`src/rtl/npc_pkg.sv`:
```
// Shared definitions for the next-PC fetch unit: branch-kind encoding and reset PC.
package npc_pkg;

    typedef enum logic [2:0] {
        BK_NONE = 3'd0,
        BK_BEQ  = 3'd1,
        BK_J    = 3'd2,
        BK_JAL  = 3'd3,
        BK_JR   = 3'd4
    } branch_kind_e;

    localparam logic [31:0] DEFAULT_RESET_PC = 32'h0000_3000;

endpackage

```
`src/rtl/npc_fetch_unit_if.sv`:
```
// Decoder/fetch-side bus of the next-PC unit; master drives D-stage info, slave is the unit.
interface npc_fetch_unit_if #(
    parameter int ADDR_W = 32,
    parameter int CNT_W  = 16
);
    import npc_pkg::*;

    logic              stall;
    logic              d_valid;
    logic [2:0]        d_kind;
    logic [ADDR_W-1:0] d_pc;
    logic              d_equal;
    logic [15:0]       d_offset;
    logic [25:0]       d_index;
    logic [ADDR_W-1:0] d_jr_target;
    logic              d_jr_is_ra;

    logic [ADDR_W-1:0] pc;
    logic [ADDR_W-1:0] pc4;
    logic              redirect;
    logic [ADDR_W-1:0] npc;
    logic              ras_empty;
    logic              ras_full;
    logic              ras_mispredict;
    logic [CNT_W-1:0]  taken_count;

    modport master (
        output stall, d_valid, d_kind, d_pc, d_equal, d_offset, d_index,
               d_jr_target, d_jr_is_ra,
        input  pc, pc4, redirect, npc, ras_empty, ras_full, ras_mispredict,
               taken_count
    );

    modport slave (
        input  stall, d_valid, d_kind, d_pc, d_equal, d_offset, d_index,
               d_jr_target, d_jr_is_ra,
        output pc, pc4, redirect, npc, ras_empty, ras_full, ras_mispredict,
               taken_count
    );

endinterface

```
`src/rtl/npc_ras.sv`:
```
// Circular return-address stack; when full, a push silently overwrites the oldest entry.
module npc_ras
    import npc_pkg::*;
#(
    parameter int RAS_DEPTH = 4,
    parameter int ADDR_W    = 32
) (
    input  logic              clk,
    input  logic              reset,
    input  logic              push,
    input  logic              pop,
    input  logic [ADDR_W-1:0] push_data,
    output logic [ADDR_W-1:0] top,
    output logic              empty,
    output logic              full
);

    localparam int PTR_W = $clog2(RAS_DEPTH);
    localparam int CW    = $clog2(RAS_DEPTH + 1);

    logic [ADDR_W-1:0] r_mem [RAS_DEPTH];
    logic [PTR_W-1:0]  r_ptr;
    logic [CW-1:0]     r_count;
    logic [PTR_W-1:0]  w_top_idx;

    // r_ptr names the next free slot, so the newest entry sits one below it.
    assign w_top_idx = r_ptr - PTR_W'(1);
    assign top       = r_mem[w_top_idx];
    assign empty     = (r_count == '0);
    assign full      = (r_count == CW'(RAS_DEPTH));

    always_ff @(posedge clk) begin
        if (!reset) begin
            r_ptr   <= '0;
            r_count <= '0;
        end else if (push) begin
            r_ptr <= r_ptr + PTR_W'(1);
            if (!full) begin
                r_count <= r_count + CW'(1);
            end
        end else if (pop && !empty) begin
            r_ptr   <= w_top_idx;
            r_count <= r_count - CW'(1);
        end
    end

    // Storage needs no reset: a zero count already marks every slot as stale.
    always_ff @(posedge clk) begin
        if (reset && push) begin
            r_mem[r_ptr] <= push_data;
        end
    end

endmodule

```
`src/rtl/npc_fetch_unit.sv`:
```
// Fetch PC register with delay-slot branch redirect, check-only RAS and taken-redirect counter.
module npc_fetch_unit
    import npc_pkg::*;
#(
    parameter int          ADDR_W    = 32,
    parameter logic [31:0] RESET_PC  = DEFAULT_RESET_PC,
    parameter int          RAS_DEPTH = 4,
    parameter int          CNT_W     = 16
) (
    input logic              clk,
    input logic              reset,
    npc_fetch_unit_if.slave  bus
);

    localparam logic [ADDR_W-1:0] PC_INIT = ADDR_W'(RESET_PC);

    logic [ADDR_W-1:0] r_pc;
    logic [CNT_W-1:0]  r_taken_count;
    logic              r_ras_mispredict;

    logic [ADDR_W-1:0] w_seq;
    logic [ADDR_W-1:0] w_beq_target;
    logic [ADDR_W-1:0] w_j_target;
    logic [ADDR_W-1:0] w_target;
    logic              w_take;
    logic              w_redirect;
    logic [ADDR_W-1:0] w_pc4;
    logic [ADDR_W-1:0] w_npc;
    logic              w_push;
    logic              w_pop;
    logic [ADDR_W-1:0] w_ras_top;
    logic              w_ras_empty;
    logic              w_ras_full;

    // Target selection; undefined kinds fall to the default arm and never redirect.
    always_comb begin
        w_seq           = bus.d_pc + ADDR_W'(4);
        w_beq_target    = w_seq + {{(ADDR_W-18){bus.d_offset[15]}}, bus.d_offset, 2'b00};
        w_j_target      = w_seq;
        w_j_target[27:0] = {bus.d_index, 2'b00};
        w_target        = w_seq;
        w_take          = 1'b0;
        case (bus.d_kind)
            BK_BEQ: begin
                w_target = w_beq_target;
                w_take   = bus.d_equal;
            end
            BK_J, BK_JAL: begin
                w_target = w_j_target;
                w_take   = 1'b1;
            end
            BK_JR: begin
                w_target = bus.d_jr_target;
                w_take   = 1'b1;
            end
            default: begin
                w_target = w_seq;
                w_take   = 1'b0;
            end
        endcase
        w_redirect = bus.d_valid & w_take;
        w_pc4      = r_pc + ADDR_W'(4);
        w_npc      = w_redirect ? w_target : w_pc4;
    end

    assign w_push = !bus.stall && bus.d_valid && (bus.d_kind == BK_JAL);
    assign w_pop  = !bus.stall && bus.d_valid && (bus.d_kind == BK_JR) && bus.d_jr_is_ra;

    npc_ras #(
        .RAS_DEPTH (RAS_DEPTH),
        .ADDR_W    (ADDR_W)
    ) u_ras (
        .clk       (clk),
        .reset     (reset),
        .push      (w_push),
        .pop       (w_pop),
        .push_data (bus.d_pc + ADDR_W'(8)),
        .top       (w_ras_top),
        .empty     (w_ras_empty),
        .full      (w_ras_full)
    );

    // The slot is already in F while its branch is in D, so loading the target never needs a flush.
    always_ff @(posedge clk) begin
        if (!reset) begin
            r_pc             <= PC_INIT;
            r_taken_count    <= '0;
            r_ras_mispredict <= 1'b0;
        end else begin
            r_ras_mispredict <= w_pop && !w_ras_empty && (w_ras_top != bus.d_jr_target);
            if (!bus.stall) begin
                r_pc <= w_npc;
                if (w_redirect) begin
                    r_taken_count <= r_taken_count + CNT_W'(1);
                end
            end
        end
    end

    assign bus.pc             = r_pc;
    assign bus.pc4            = w_pc4;
    assign bus.redirect       = w_redirect;
    assign bus.npc            = w_npc;
    assign bus.ras_empty      = w_ras_empty;
    assign bus.ras_full       = w_ras_full;
    assign bus.ras_mispredict = r_ras_mispredict;
    assign bus.taken_count    = r_taken_count;

endmodule

```
`src/flat_wrapper.sv`:
```
// flat-port wrapper written by rule: the top's interface ports become plain ports
module npc_fetch_unit_flat import npc_pkg::*;
#(
    parameter int          ADDR_W    = 32,
    parameter logic [31:0] RESET_PC  = DEFAULT_RESET_PC,
    parameter int          RAS_DEPTH = 4,
    parameter int          CNT_W     = 16
)
  (clk, reset, bus_stall, bus_d_valid, bus_d_kind, bus_d_pc, bus_d_equal, bus_d_offset, bus_d_index, bus_d_jr_target, bus_d_jr_is_ra, bus_pc, bus_pc4, bus_redirect, bus_npc, bus_ras_empty, bus_ras_full, bus_ras_mispredict, bus_taken_count);
  npc_fetch_unit_if #(.ADDR_W(ADDR_W), .CNT_W(CNT_W)) bus_i ();
  input logic clk;
  input logic reset;
  input wire logic [$bits(bus_i.stall)-1:0] bus_stall;
  input wire logic [$bits(bus_i.d_valid)-1:0] bus_d_valid;
  input wire logic [$bits(bus_i.d_kind)-1:0] bus_d_kind;
  input wire logic [$bits(bus_i.d_pc)-1:0] bus_d_pc;
  input wire logic [$bits(bus_i.d_equal)-1:0] bus_d_equal;
  input wire logic [$bits(bus_i.d_offset)-1:0] bus_d_offset;
  input wire logic [$bits(bus_i.d_index)-1:0] bus_d_index;
  input wire logic [$bits(bus_i.d_jr_target)-1:0] bus_d_jr_target;
  input wire logic [$bits(bus_i.d_jr_is_ra)-1:0] bus_d_jr_is_ra;
  output wire logic [$bits(bus_i.pc)-1:0] bus_pc;
  output wire logic [$bits(bus_i.pc4)-1:0] bus_pc4;
  output wire logic [$bits(bus_i.redirect)-1:0] bus_redirect;
  output wire logic [$bits(bus_i.npc)-1:0] bus_npc;
  output wire logic [$bits(bus_i.ras_empty)-1:0] bus_ras_empty;
  output wire logic [$bits(bus_i.ras_full)-1:0] bus_ras_full;
  output wire logic [$bits(bus_i.ras_mispredict)-1:0] bus_ras_mispredict;
  output wire logic [$bits(bus_i.taken_count)-1:0] bus_taken_count;
  assign bus_i.stall = bus_stall;
  assign bus_i.d_valid = bus_d_valid;
  assign bus_i.d_kind = bus_d_kind;
  assign bus_i.d_pc = bus_d_pc;
  assign bus_i.d_equal = bus_d_equal;
  assign bus_i.d_offset = bus_d_offset;
  assign bus_i.d_index = bus_d_index;
  assign bus_i.d_jr_target = bus_d_jr_target;
  assign bus_i.d_jr_is_ra = bus_d_jr_is_ra;
  assign bus_pc = bus_i.pc;
  assign bus_pc4 = bus_i.pc4;
  assign bus_redirect = bus_i.redirect;
  assign bus_npc = bus_i.npc;
  assign bus_ras_empty = bus_i.ras_empty;
  assign bus_ras_full = bus_i.ras_full;
  assign bus_ras_mispredict = bus_i.ras_mispredict;
  assign bus_taken_count = bus_i.taken_count;
  npc_fetch_unit #(.ADDR_W(ADDR_W), .RESET_PC(RESET_PC), .RAS_DEPTH(RAS_DEPTH), .CNT_W(CNT_W)) u_core (.clk(clk), .reset(reset), .bus(bus_i));
endmodule
```
`config.mk`:
```
export PLATFORM = sky130hd
export DESIGN_NAME = npc_fetch_unit_flat
export DESIGN_NICKNAME = d
export VERILOG_FILES = /design/src/rtl/npc_pkg.sv /design/src/rtl/npc_fetch_unit_if.sv /design/src/rtl/npc_ras.sv /design/src/rtl/npc_fetch_unit.sv /design/src/flat_wrapper.sv
export SDC_FILE = /design/constraint.sdc
export NUM_CORES = 1
export LEC_CHECK = 0
export ABC_CLOCK_PERIOD_IN_PS = 5700
export CAP_MARGIN = 20
export CORE_UTILIZATION = 45
export DETAILED_ROUTE_END_ITERATION = 10
export PLACE_DENSITY = 0.74
export SLEW_MARGIN = 20
export SYNTH_ARGS = -nofsm -noshare
export SYNTH_HDL_FRONTEND = slang
export SYNTH_HIERARCHICAL = 1
export SYNTH_SLANG_ARGS = --single-unit
export TNS_END_PERCENT = 5
```
`constraint.sdc`:
```
create_clock -name clk -period 5.7 [get_ports clk]
set_input_delay 0.855 -clock clk [delete_from_list [all_inputs] [get_ports clk]]
set_output_delay 0.855 -clock clk [all_outputs]
set_load 0.01 [all_outputs]
```
# Word level (Yosys, flattened, before mapping)
# Memories as Yosys holds them, arrays and structs flattened.
# Index checks and enable logic that the tools add are counted.
# classes
addsub,9
n_eq_ne,7
mux,10
bitwise,2
reduce_logical,15
# op_table
operator,n
$pmux 32 s3,1
$add 32x3->32 const B,2
$add 32x32->32,1
$add 32x4->32 const B,1
$mux 32,1
$ne 32x32->1,1
$add 16x1->16 const B,1
$mux 3,3
$logic_and 1x1->1,7
$eq 3x2->1 const B,2
$eq 3x3->1 const B,2
$mux 2,2
$reduce_and 2->1,2
$add 3x1->3 const B,1
$eq 3x1->1 const B,1
$logic_not 3->1,1
$reduce_or 3->1,1
$sub 3x1->3 const B,1
$add 2x1->2 const B,1
$logic_not 1->1,2
$mux 1,2
$ne 2x2->1 const B,1
$pmux 1 s2,1
$reduce_bool 2->1,1
4 further kinds,4
# word_totals
ff_bits,54
mem_bits_rw,128
out_inout_bits,116
wordCells,49
memories,1
# memory_table
memory,depth,word_bits,rd,rd_clocked_by_memory_dff,write_ports,line_no,rtl
u_core.u_ras.r_mem,4,32,1,0,1,npc_ras.sv:21,logic [ADDR_W-1:0] r_mem [RAS_DEPTH];

# Longest topological paths before layout
# Gate-level depths: netlist of run 1.
# logic_depth
ltp_word,7
mapped_depth,19
mapped_depth_nobuf,18

# By module
# The synthesis of run 1 kept the hierarchy.
# by_module_without_submodules
mod,n_inst,cells_each,area_per_inst_um2,seq_area_each_um2
npc_fetch_unit,1,888,6525.0,980.9
npc_ras,1,218,5001.0,3943.8

# Least setup slack after synthesis of run 1
# Ideal clock, no wire load.
# synth_path
kind,input port to output port
startpoint,input port bus_d_pc[3]
endpoint,output port bus_npc[30]
arrival_ns,4.649
t_required_ns,4.845
slack_ns,0.196
stages,19
n_path_buf,1
cell_sequence,ha_1 and4_2 and2_0 nand2_1 nor2_1 and3_1 and3_1 nand2_1 xnor2_1 ha_1 buf_2 a21oi_1 o21ai_0 or4b_2 a31oi_1 o22ai_1 a221oi_1 o311a_1 nor2_1
# synth_between
elab_chain_cells,4
# synth_lines
item,line_no,rtl
from (decl),flat_wrapper.sv:16,input wire logic [$bits(bus_i.d_pc)-1:0] bus_d_pc;
$add 32x3->32 (*),npc_fetch_unit.sv:37,w_seq = bus.d_pc + ADDR_W'(4);
$add 32x32->32,npc_fetch_unit.sv:38,"w_beq_target = w_seq + {{(ADDR_W-18){bus.d_offset[15]}}, bus.d_offset, 2'b00};"
$pmux 32 s3 (*),npc_fetch_unit.sv:43,case (bus.d_kind)
$mux 32 (*),npc_fetch_unit.sv:63,w_npc = w_redirect ? w_target : w_pc4;
to (decl),flat_wrapper.sv:25,output wire logic [$bits(bus_i.npc)-1:0] bus_npc;
# Every way passes the cells marked *; elsewhere a longest branch is shown, timed or not.

# Final worst setup path of run 1
# layout_path
startpoint,input port bus_d_pc[3]
endpoint,output port bus_npc[26]
# The elaborated chain is that of the path after synthesis.

==> results of run 1 <==
[worst register-to-register path: cells and delay by family, from the launching register on]
kind | cells | cell delay [ns]
multiplexers | 1 | 0.53
AND/OR/NAND/NOR | 4 | 1.05
XOR/XNOR | 1 | 0.17
adder cells (fa/ha/maj) | 1 | 0.99
flip-flops | 1 | 0.39
buffers and inverters | 1 | 0.11
[layer usage]
metal / wire length [um] / vias up / track usage [%]
met1: 15500 / 5033 / 38.0
met4: 1360 / 2 / 11.4
met3: 3700 / 77 / 6.44
met5: 12 / - / 0
li1: - / 4849 / -
met2: 18400 / 586 / 49.1
[through the flow]
| stage | instance area (um^2) | util [%] | worst slack, ns | hold WS, ns | power, uW |
|---|---|---|---|---|---|
| after global routing | 16000 | 63.6 | -0.249 | 0.554 | 3580 |
| final | 16000 | 63.6 | -0.0604 | 0.527 | 3470 |
| after detailed placement | 15200 | 60.4 | -0.581 | 0.522 | 2260 |
| after global placement | 15200 | 60.4 | -0.534 | 0.500 | 2250 |
| after CTS | 16000 | 63.3 | -0.0726 | 0.530 | 3460 |
| after floorplan | 11500 | - | 0.196 | 0.485 | 1840 |
[cell usage in the layout, fill, tap and decap left out, drive strengths merged, types with 18 or more instances in the layout]
cell and instances:
a21oi 61, a21o 23, and2 20, edfxtp 128, nor2 63, ha 41, o21ai 25, mux4 32
buf 169, xnor2 103, xor2 45, dfxtp 54, inv 40, nand2 95, nor3 20, nand4 39
clkbuf 18, nand3 42, and3 29, clkdlybuf4s50 220
[power groups by stage]
| stage | logic [uW] | clock network (uW) | registers [uW] |
|---|---|---|---|
| 2_1_floorplan | 360 | 0 | 1480 |
| 3_3_place_gp | 777 | 0 | 1480 |
| 3_5_place_dp | 785 | 0 | 1480 |
| 4_1_cts | 798 | 1220 | 1450 |
| 5_1_grt | 868 | 1260 | 1450 |
| 6_report | 814 | 1210 | 1450 |
[registers in the layout, indices dropped and copies added (netlist names)]
signal                     flops
u_core/u_ras/r_ptr             2
u_core/u_ras/r_mem           128
u_core/u_ras/r_count           3
u_core/bus.taken_count        16
u_core/bus.ras_mispredict      1
u_core/bus.pc                 32
[layout make-up]
type | count | area [um^2]
clock inverters | 15 | 176
clock buffers | 17 | 425
fillers | 2026 | 9160
repair buffers | 399 | 3570
well taps | 330 | 413
multi-input cells | 832 | 6380
flip-flops and latches | 182 | 4930
inverters | 35 | 131
diodes | 1 | 2.50
[worst max path at each step]
stage / start / to / slack, ns
floorplan: bus_d_pc[3] / bus_npc[30] / 0.20
global placement: bus_d_pc[3] / bus_npc[30] / -0.53
detailed placement: bus_d_pc[3] / bus_npc[30] / -0.58
CTS: bus_d_pc[3] / bus_npc[26] / -0.07
global route: bus_d_pc[3] / bus_npc[17] / -0.25
finish: bus_d_pc[3] / bus_npc[26] / -0.06
[cell families after synthesis]
logic type | after synthesis
AOI/OAI and AO/OA | 217
xor gates and xnor gates | 149
adders and majority gates | 43
buffers and inverters | 92
DFF | 182
muxes | 46
and+or+nand+nor | 377
[repair_timing]
item	CTS	global route
pin swaps	10	8
setup endpoints to repair	18	19
buffers inserted	3	2
resized for setup	30	13
==> metrics.md, run 1 <==
| Metric | Value |
|---|---|
| Syn Nets | `1264` |
| First-pass GRT wire length | `between 50 and 60 mm` |
| Max-slew violations | `0` |
| Sw Ratio | `between 20% and 30%` |
| Critical setup path kind | `in -> out` |
| Mapped cell area | `11500 um^2` |
| Top-level port count | `about 230` |
| Synth-to-Final Area Change | `39.0%` |
| Final setup vio count | `3` |
| Most numerous cell in the Yosys netlist | `edfxtp_1` |
| Unrepaired setup endpoints after global routing | `yes` |
| Main combinational cell family by area after synthesis | `simple AND/OR/NAND/NOR gates` |
| Sequential area share after synthesis | `a little over two fifths` |
| Failing checks | `negative setup slack` |
| Max stage delay cell, worst path | `clkdlybuf4s50_1` |
| Worst-skew pair later-pin latency | `approximately 0.44 ns` |
| Die width | `162 um` |
| Vias per inst | `around 5.8` |
| Relative slew margins | `a little over a third` |
| Worst slew pin tran | `roughly 0.98 ns` |
| Flop pwr share | `41.8%` |
| Simple-Gate Fraction of Synth Area | `between 10% and 20%` |
| Min-Delay Path Class | `reg -> reg` |
| Drt pass-1 iters | `5` |
| DRT Wirelength | `39.0 mm` |
| Finished Layout Cells | `between 1500 and 2000` |
| Reg2reg setup slack | `~2.4 ns` |
| RePlAce Congestion | `between 0.9 and 1` |
| WP depth | `19` |
| Post-synth top cells | `edfxtp_1 (128), xnor2_1 (103), nand2_1 (95)` |
| Via Count | `approximately 11000` |
| Hold_buf cts | `0` |
| Worst setup EP type | `output port` |
| # nets final | `about 1600` |
| Fmax | `174 MHz` |
| Mux cell area share after synthesis | `under 10%` |
| Final hold violation count | `0` |
| Placement row count | `58` |
| Vias in the first global route | `approximately 10000` |
| Clk pwr share | `a little over a third` |
| Compound-cell area share of the yosys netlist | `13.0%` |
| Min-delay src | `u_core/bus.taken_count[6]` |
| DRT iter0 DRCs | `roughly 1100` |
| Crit path max-delay family | `simple AND/OR/NAND/NOR gates` |
| Sw Pwr | `1020 uW` |
| Main synth FF type | `edfxtp_1` |
| Final setup skew | `0.0164 ns` |
| Warnings from Yosys | `6` |
| Synth top area cells | `edfxtp_1 (33%), dfxtp_1 (9.4%), xnor2_1 (7.8%), mux4_2 (6.3%), ha_1 (4.5%)` |
| Pwr per Cell Area | `216 nW/um^2` |
| Crit path launch type | `input pin` |
| Max_cap viols | `0` |
| H-tree Lvls | `4` |
| GRT Util Overall | `a little under 30%` |
| Gr ovfl total | `0` |
| Maximum VDD drop | `157 uV` |
| Internal Power | `2440 uW` |
| Path depth of the worst reg2reg path | `8` |
| Min-Delay Path Depth | `2` |
| Clock transition at path regs | `approximately 0.07 ns` |
| DRC Markers | `0` |
| Post-DP HPWL | `around 30 mm` |
| CP Buf/Inv Count | `3` |
| Crit path cell chain | `clkdlybuf4s50_1, ha_2, and4_4, and2_4, nand2_1, nor2_1, and3_1, and3_4, nand4_1, xnor2_1, ha_1, buf_4, nand4_1, o31ai_1, a211oi_1, xor2_1, o211ai_1, and2_1, clkdlybuf4s50_1` |
| EDFF count, synth | `about 130` |
| Adder-cell area share of the yosys netlist | `between 4 and 5%` |
| TNS Setup | `-0.131 ns` |
| Status | `finished with violations` |
| Root Driver | `clkbuf_16` |
| Sink Count | `approximately 180` |
| Worst Hold Path EP | `u_core/bus.taken_count[6]` |
| Largest net degree at the start of global routing | `36` |
| CTS tree | `done` |
| CP max stage delay | `~0.54 ns` |
| # placed instances | `1773` |
| Tcrit/Tclk final | `101%` |
| Initial Util | `roughly 46%` |
| Routed Antenna Nets | `0` |
| Synth Register Bits | `about 180` |
| Layout cell share with drive strength beyond 1 | `between 10% and 20%` |
| Die area | `approximately 26000 um^2` |
| Share of the synthesized area in the top cell type | `approximately 33%` |
| Leak | `0.00618 uW` |
| Arrival @ worst endpoint | `a little under 5 ns` |
| Synth Area in XOR/XNOR | `a little under an eighth` |
| Critical R2R Capture | `u_core/bus.ras_mispredict` |
| Worst r2r src | `u_core/u_ras/r_ptr[1]` |
| Asr flop ratio synth | `0%` |
| Worst Path Required | `4.85 ns` |
| Die height | `~160 um` |
| Syn Area/Cell | `roughly 10 um^2` |
| Initial antenna violation count | `1` |
| WL/cell | `about 22 um` |
| Port bufs | `230` |
| Cell taking the most area after synthesis | `edfxtp_1` |
| Crit path time final | `a little under 6 ns` |
| Top fanout value on the critical path | `7` |
| Post-synth cell types | `between 80 and 90` |
| Comb pwr share | `a little under a quarter` |
| Worst setup margin | `-0.0604 ns` |
| Core Box Area | `approximately 25000 um^2` |
| Clk buf depth | `2` |
| Syn Inst Count | `between 1000 and 1500` |
| TritonCTS buffer count | `17` |
(Power assumes the default switching activity.)
==> run 2: changes to the inputs <==
--- a/config.mk
+++ b/config.mk
@@ -8,6 +8,7 @@
 export ABC_CLOCK_PERIOD_IN_PS = 5700
 export CAP_MARGIN = 20
 export CORE_UTILIZATION = 45
+export CTS_CLUSTER_SIZE = 25
 export DETAILED_ROUTE_END_ITERATION = 10
 export PLACE_DENSITY = 0.74
 export SLEW_MARGIN = 20
==> results of run 2 <==
The final DEF is identical to that of run 1; final timing and power are the same.
